**src/rtl/itcm_port_arbiter.sv**
```systemverilog
// Arbitrates the single ITCM read/write port between the LSU (MEMEX stage) and the program loader.
// The policy is round-robin on contention, and the loader can lock the port for a burst with a forced yield to the LSU.
module itcm_port_arbiter (
  input  logic        clk,
  input  logic        rst,
  input  logic        lsu_req,
  input  logic        lsu_we,
  input  logic [11:0] lsu_addr,
  input  logic [31:0] lsu_wdata,
  output logic        lsu_gnt,
  output logic        lsu_rvalid,
  output logic [31:0] lsu_rdata,
  input  logic        ldr_req,
  input  logic        ldr_we,
  input  logic [11:0] ldr_addr,
  input  logic [31:0] ldr_wdata,
  input  logic        ldr_lock,
  output logic        ldr_gnt,
  output logic        ldr_rvalid,
  output logic [31:0] ldr_rdata,
  output logic        mem_en,
  output logic        mem_we,
  output logic [11:0] mem_addr,
  output logic [31:0] mem_wdata,
  input  logic [31:0] mem_rdata,
  output logic        stall_lsu,
  output logic        misalign_err
);

  localparam logic [0:0] ST_SHARED = 1'b0;
  localparam logic [0:0] ST_LOCKED = 1'b1;

  logic [0:0]  state;
  logic        last_ldr;
  logic [3:0]  burst_cnt;
  logic [3:0]  cnt_next;
  logic        forced_yield;
  logic        lsu_mis;
  logic        ldr_mis;
  logic [31:0] lsu_rdata_q;
  logic [31:0] ldr_rdata_q;

  assign lsu_mis = (lsu_addr[1:0] != 2'b00);
  assign ldr_mis = (ldr_addr[1:0] != 2'b00);

  // On contention, last_ldr=1 means the loader won last time, so the LSU goes next.
  always_comb begin
    lsu_gnt = 1'b0;
    ldr_gnt = 1'b0;
    if (state == ST_LOCKED) begin
      ldr_gnt = ldr_req;
    end else if (lsu_req && ldr_req) begin
      lsu_gnt = last_ldr;
      ldr_gnt = ~last_ldr;
    end else begin
      lsu_gnt = lsu_req;
      ldr_gnt = ldr_req;
    end
  end

  assign stall_lsu = lsu_req & ~lsu_gnt;

  // Misaligned accesses are granted so the requester moves on, but never reach the memory.
  always_comb begin
    mem_en    = 1'b0;
    mem_we    = 1'b0;
    mem_addr  = 12'h000;
    mem_wdata = 32'h0000_0000;
    if (lsu_gnt && !lsu_mis) begin
      mem_en    = 1'b1;
      mem_we    = lsu_we;
      mem_addr  = lsu_addr;
      mem_wdata = lsu_wdata;
    end else if (ldr_gnt && !ldr_mis) begin
      mem_en    = 1'b1;
      mem_we    = ldr_we;
      mem_addr  = ldr_addr;
      mem_wdata = ldr_wdata;
    end
  end

  assign cnt_next     = (ldr_gnt && burst_cnt != 4'hF) ? burst_cnt + 4'd1 : burst_cnt;
  assign forced_yield = (state == ST_LOCKED) && lsu_req && (cnt_next == 4'hF);

  always_ff @(posedge clk or posedge rst) begin
    if (rst) begin
      state     <= ST_SHARED;
      last_ldr  <= 1'b1;
      burst_cnt <= 4'h0;
    end else begin
      if (lsu_gnt) begin
        last_ldr <= 1'b0;
      end else if (ldr_gnt) begin
        last_ldr <= 1'b1;
      end
      if (state == ST_SHARED) begin
        burst_cnt <= 4'h0;
        if (ldr_gnt && ldr_lock) begin
          state <= ST_LOCKED;
        end
      end else begin
        burst_cnt <= cnt_next;
        if (!ldr_lock || forced_yield) begin
          state <= ST_SHARED;
        end
        if (forced_yield) begin
          last_ldr <= 1'b1;
        end
      end
    end
  end

  // The memory answers one cycle after mem_en, so rvalid is just the registered read grant.
  always_ff @(posedge clk or posedge rst) begin
    if (rst) begin
      lsu_rvalid   <= 1'b0;
      ldr_rvalid   <= 1'b0;
      misalign_err <= 1'b0;
      lsu_rdata_q  <= 32'h0000_0000;
      ldr_rdata_q  <= 32'h0000_0000;
    end else begin
      lsu_rvalid   <= lsu_gnt & ~lsu_we & ~lsu_mis;
      ldr_rvalid   <= ldr_gnt & ~ldr_we & ~ldr_mis;
      misalign_err <= (lsu_gnt & lsu_mis) | (ldr_gnt & ldr_mis);
      if (lsu_rvalid) begin
        lsu_rdata_q <= mem_rdata;
      end
      if (ldr_rvalid) begin
        ldr_rdata_q <= mem_rdata;
      end
    end
  end

  assign lsu_rdata = lsu_rvalid ? mem_rdata : lsu_rdata_q;
  assign ldr_rdata = ldr_rvalid ? mem_rdata : ldr_rdata_q;

endmodule
```
**config.mk**
```make
export PLATFORM = sky130hd
export DESIGN_NAME = itcm_port_arbiter
export DESIGN_NICKNAME = d
export VERILOG_FILES = /design/src/rtl/itcm_port_arbiter.sv
export SDC_FILE = /design/constraint.sdc
export NUM_CORES = 1
export LEC_CHECK = 0
export CORE_MARGIN = 2
export CORE_UTILIZATION = 35
export CTS_CLUSTER_DIAMETER = 80
export DETAILED_ROUTE_END_ITERATION = 7
export PLACE_DENSITY = 0.92
export REMOVE_ABC_BUFFERS = 1
export SYNTH_ARGS = -nofsm -noshare
export SYNTH_HDL_FRONTEND = slang
export SYNTH_SLANG_ARGS = --single-unit
```
**constraint.sdc**
```tcl
create_clock -name clk -period 2.88 [get_ports clk]
set_input_delay 0.432 -clock clk [delete_from_list [all_inputs] [get_ports clk]]
set_output_delay 0.432 -clock clk [all_outputs]
set_load 0.05 [all_outputs]
```
==> impl_metrics.toml <==
[outcome]
status = "completed"

[detailed_routing]
drt-initial-drc-count = 80
via_per_inst = 5.07
drt-pass1-iter-count = 4
wl_per_cell_um = 23.5
via_count = 3120
ant_nets = 0
drc = 0
totalWireLength_mm = 14.4

[critical_path]
r2r-end = "last_ldr"
path_buf_inv = 3
crit_chain = "clkdlybuf4s50_1, nand2b_1, nand3b_2, nor3_4, buf_12, a22o_1, buf_12"
cp_common_cell = "buf_12"
cp-start-kind = "primary input"
slowest_stage = "clkdlybuf4s50_1"
worst-path-max-fanout = 44
crit_path_end = "mem_wdata[20]"
worstPathArrival_ns = 2.27
r2r-start = "burst_cnt[0]"
crit_required_ns = 2.45
cpPeakStageDelay_ns = 0.58
cp.depth = 7
r2r_slack_ns = 1.31
crit_start = "ldr_req"
end_kind = "output pin"
ff2ff_path_depth = 5
crit_family = "buffers and inverters"
critPathKind = "in2out"

[clocking]
clk_latency_ns = 0.34
cts_hold_buffers = 0
path_clk_slew_ns = 0.09
cts.sinks = 73
tritoncts = "yes"
clock_tree.root_cell = "clkbuf_8"
clock_path_buffers = 2
h-tree-depth = 3
cts_setup_buffers = 0
cts_resized = 0
cts_made_buffers = 9

[placed_design]
portBuffers = 240
place_congestion = 0.840
dp.cells = 599
detailedPlace.worstSlack_ns = 0.193
place_area_um2 = 6860
place_hpwl_mm = 11.9

[synthesis]
ys_seq_area_frac = 0.543
ys_ff_latch = 73
synth_area_leaders = "dfrtp_1 (53%), mux2_2 (19%), a22o_1 (11%), mux2_1 (2.7%), buf_2 (1.5%)"
synth_top_area_cell = "dfrtp_1"
ys_types = 36
yosys_warnings = 0
synthesis.area_um2 = 3370
syn_area_per_cell_um2 = 13.9
synth_cells = 242
post-synth-top-area-fraction = 0.535

[floorplan]
coreArea_um2 = 9280
row_count = 35
initial_utilization = 0.363
die_h_um = 102
dieArea_um2 = 10400
dieWidth_um = 102
ios = 243

[final_layout]
layout.nets = 609
final_util = 0.765
drive_gt1_frac = 0.405
area_delta_synth_final_pct = 111
layout.cells.non_filler = 615
multi_input_area_um2 = 1420
antenna_cells = 0
fill_cells = 567
final_area_um2 = 7100
regArea_um2 = 1830

[power_and_ir_drop]
power_density_nw_per_um2 = 741
p_leak_nw = 3.03
ir_drop_v = 0.000346
total_power_mw = 5.26

[sta]
skew_ns = 0.0138
tns_ns = 0
slew_headroom = 0.608
hold_viol = 0
period_needed_ns = 2.70
setup_violations = 0
hold_slack_ns = 0.474
clock.fmax_ghz = 0.370
layout_setup_ws_ns = 0.181
max_slew.worst_pin.slew_ns = 0.586
rsz0062_at_grt = "no"
final-max-slew-violation-count = 0
fin_crit_sh = 0.937

[grt]
track_usage = 0.273
grt-ovfl-total = 0
grt_max_degree = 49
antenna_found_initial = 0
first_global_vias = 3503
grt_pass1_wl_mm = 20.5

[worst_hold_path]
hold_class = "in2async"

[flow_run]
max_cap_violations = 0
cells in the mapped netlist:
cell type,count
dfrtp_1,72
mux2_2,56
a22o_1,43
buf_2,10
mux2_1,8
buf_6,4
inv_1,3
mux2i_1,3
nand2_1,3
nand3_1,3
o21ai_0,3
and2_1,2
buf_4,2
clkbuf_1,2
nand2b_1,2
nand4_1,2
nor2_1,2
nor2b_1,2
nor3_4,2
nor4_1,2
a21oi_1,1
a32o_1,1
a41oi_1,1
conb_1,1
dfstp_2,1
ha_1,1
nand2_4,1
nand3b_2,1
nand3b_4,1
nand4b_1,1
nor3b_1,1
nor4bb_1,1
o2bb2ai_1,1
o31ai_1,1
or2_2,1
xnor2_1,1
placed cells by master (no fill, tap or decap), drive strengths merged, types with 2 or more instances in the layout:
master	count
clkdlybuf4s50	127
buf	118
dfrtp	72
mux2	64
a22o	43
clkbuf	10
nand2	4
inv	4
nand3	3
mux2i	3
o21ai	3
bufinv	3
nand2b	2
nor3	2
nor2b	2
and2	2
nor4	2
nor2	2
nand4	2
conb	2
nand3b	2
cell type report:
class | instances | area share
clock buffer | 10 | 0.0180
tap | 129 | 0.0227
timing repair buffer | 245 | 0.485
sequential | 73 | 0.257
multi-input combinational | 149 | 0.199
inverter | 3 | 0.00159
clock inverter | 6 | 0.0162
worst reg2reg max path: cells and delay by family (launching register included):
| family | cells | cell delay, ns |
|---|---|---|
| DFF | 1 | 0.48 |
| and+or+nand+nor | 2 | 0.30 |
| adders and majority gates | 1 | 0.29 |
| muxes | 1 | 0.28 |
| AOI/OAI and AO/OA | 1 | 0.15 |
how the worst min path moves through the flow:
stage | end | slack (ns) | cells after the start
after floorplan | ldr_rvalid | 0.50 | 1
after detailed placement | ldr_rdata_q[6] | 0.48 | 1
final | ldr_rdata_q[12] | 0.47 | 2
after global routing | ldr_rdata_q[10] | 0.51 | 2
after global placement | lsu_rdata_q[7] | 0.47 | 1
after CTS | ldr_rdata_q[10] | 0.48 | 2
sequential cells by signal, summed over array words and instances (netlist names):
register / flops
lsu_rdata_q: 32
state: 1
lsu_rvalid: 1
ldr_rvalid: 1
last_ldr: 1
ldr_rdata_q: 32
burst_cnt: 4
misalign_err: 1
where the power goes:
part / internal, mW / switching (mW) / total, mW
clock network: 0.581 / 0.399 / 0.979
registers: 1.27 / 0.0720 / 1.35
logic: 1.35 / 1.58 / 2.94
total: 3.21 / 2.05 / 5.26
metal layers:
metal	GRT usage	part of all wire	vias to the layer above
met5	0	0	-
met4	0.132	0.052	0
met3	0.0951	0.081	34
li1	-	-	1382
met1	0.296	0.35	1541
met2	0.476	0.51	163
kinds of logic (layout without fill, tap and decap cells):
family | Yosys count | in the layout | share of synthesized area
other | 1 | 2 | 0.00111
DFF | 73 | 73 | 0.543
muxes | 67 | 67 | 0.223
AOI/OAI and AO/OA | 51 | 51 | 0.128
buffers and inverters | 21 | 264 | 0.0383
adders and majority gates | 1 | 1 | 0.00371
xor gates and xnor gates | 1 | 1 | 0.00260
and+or+nand+nor | 27 | 27 | 0.0605
(Power assumes the default switching activity.)
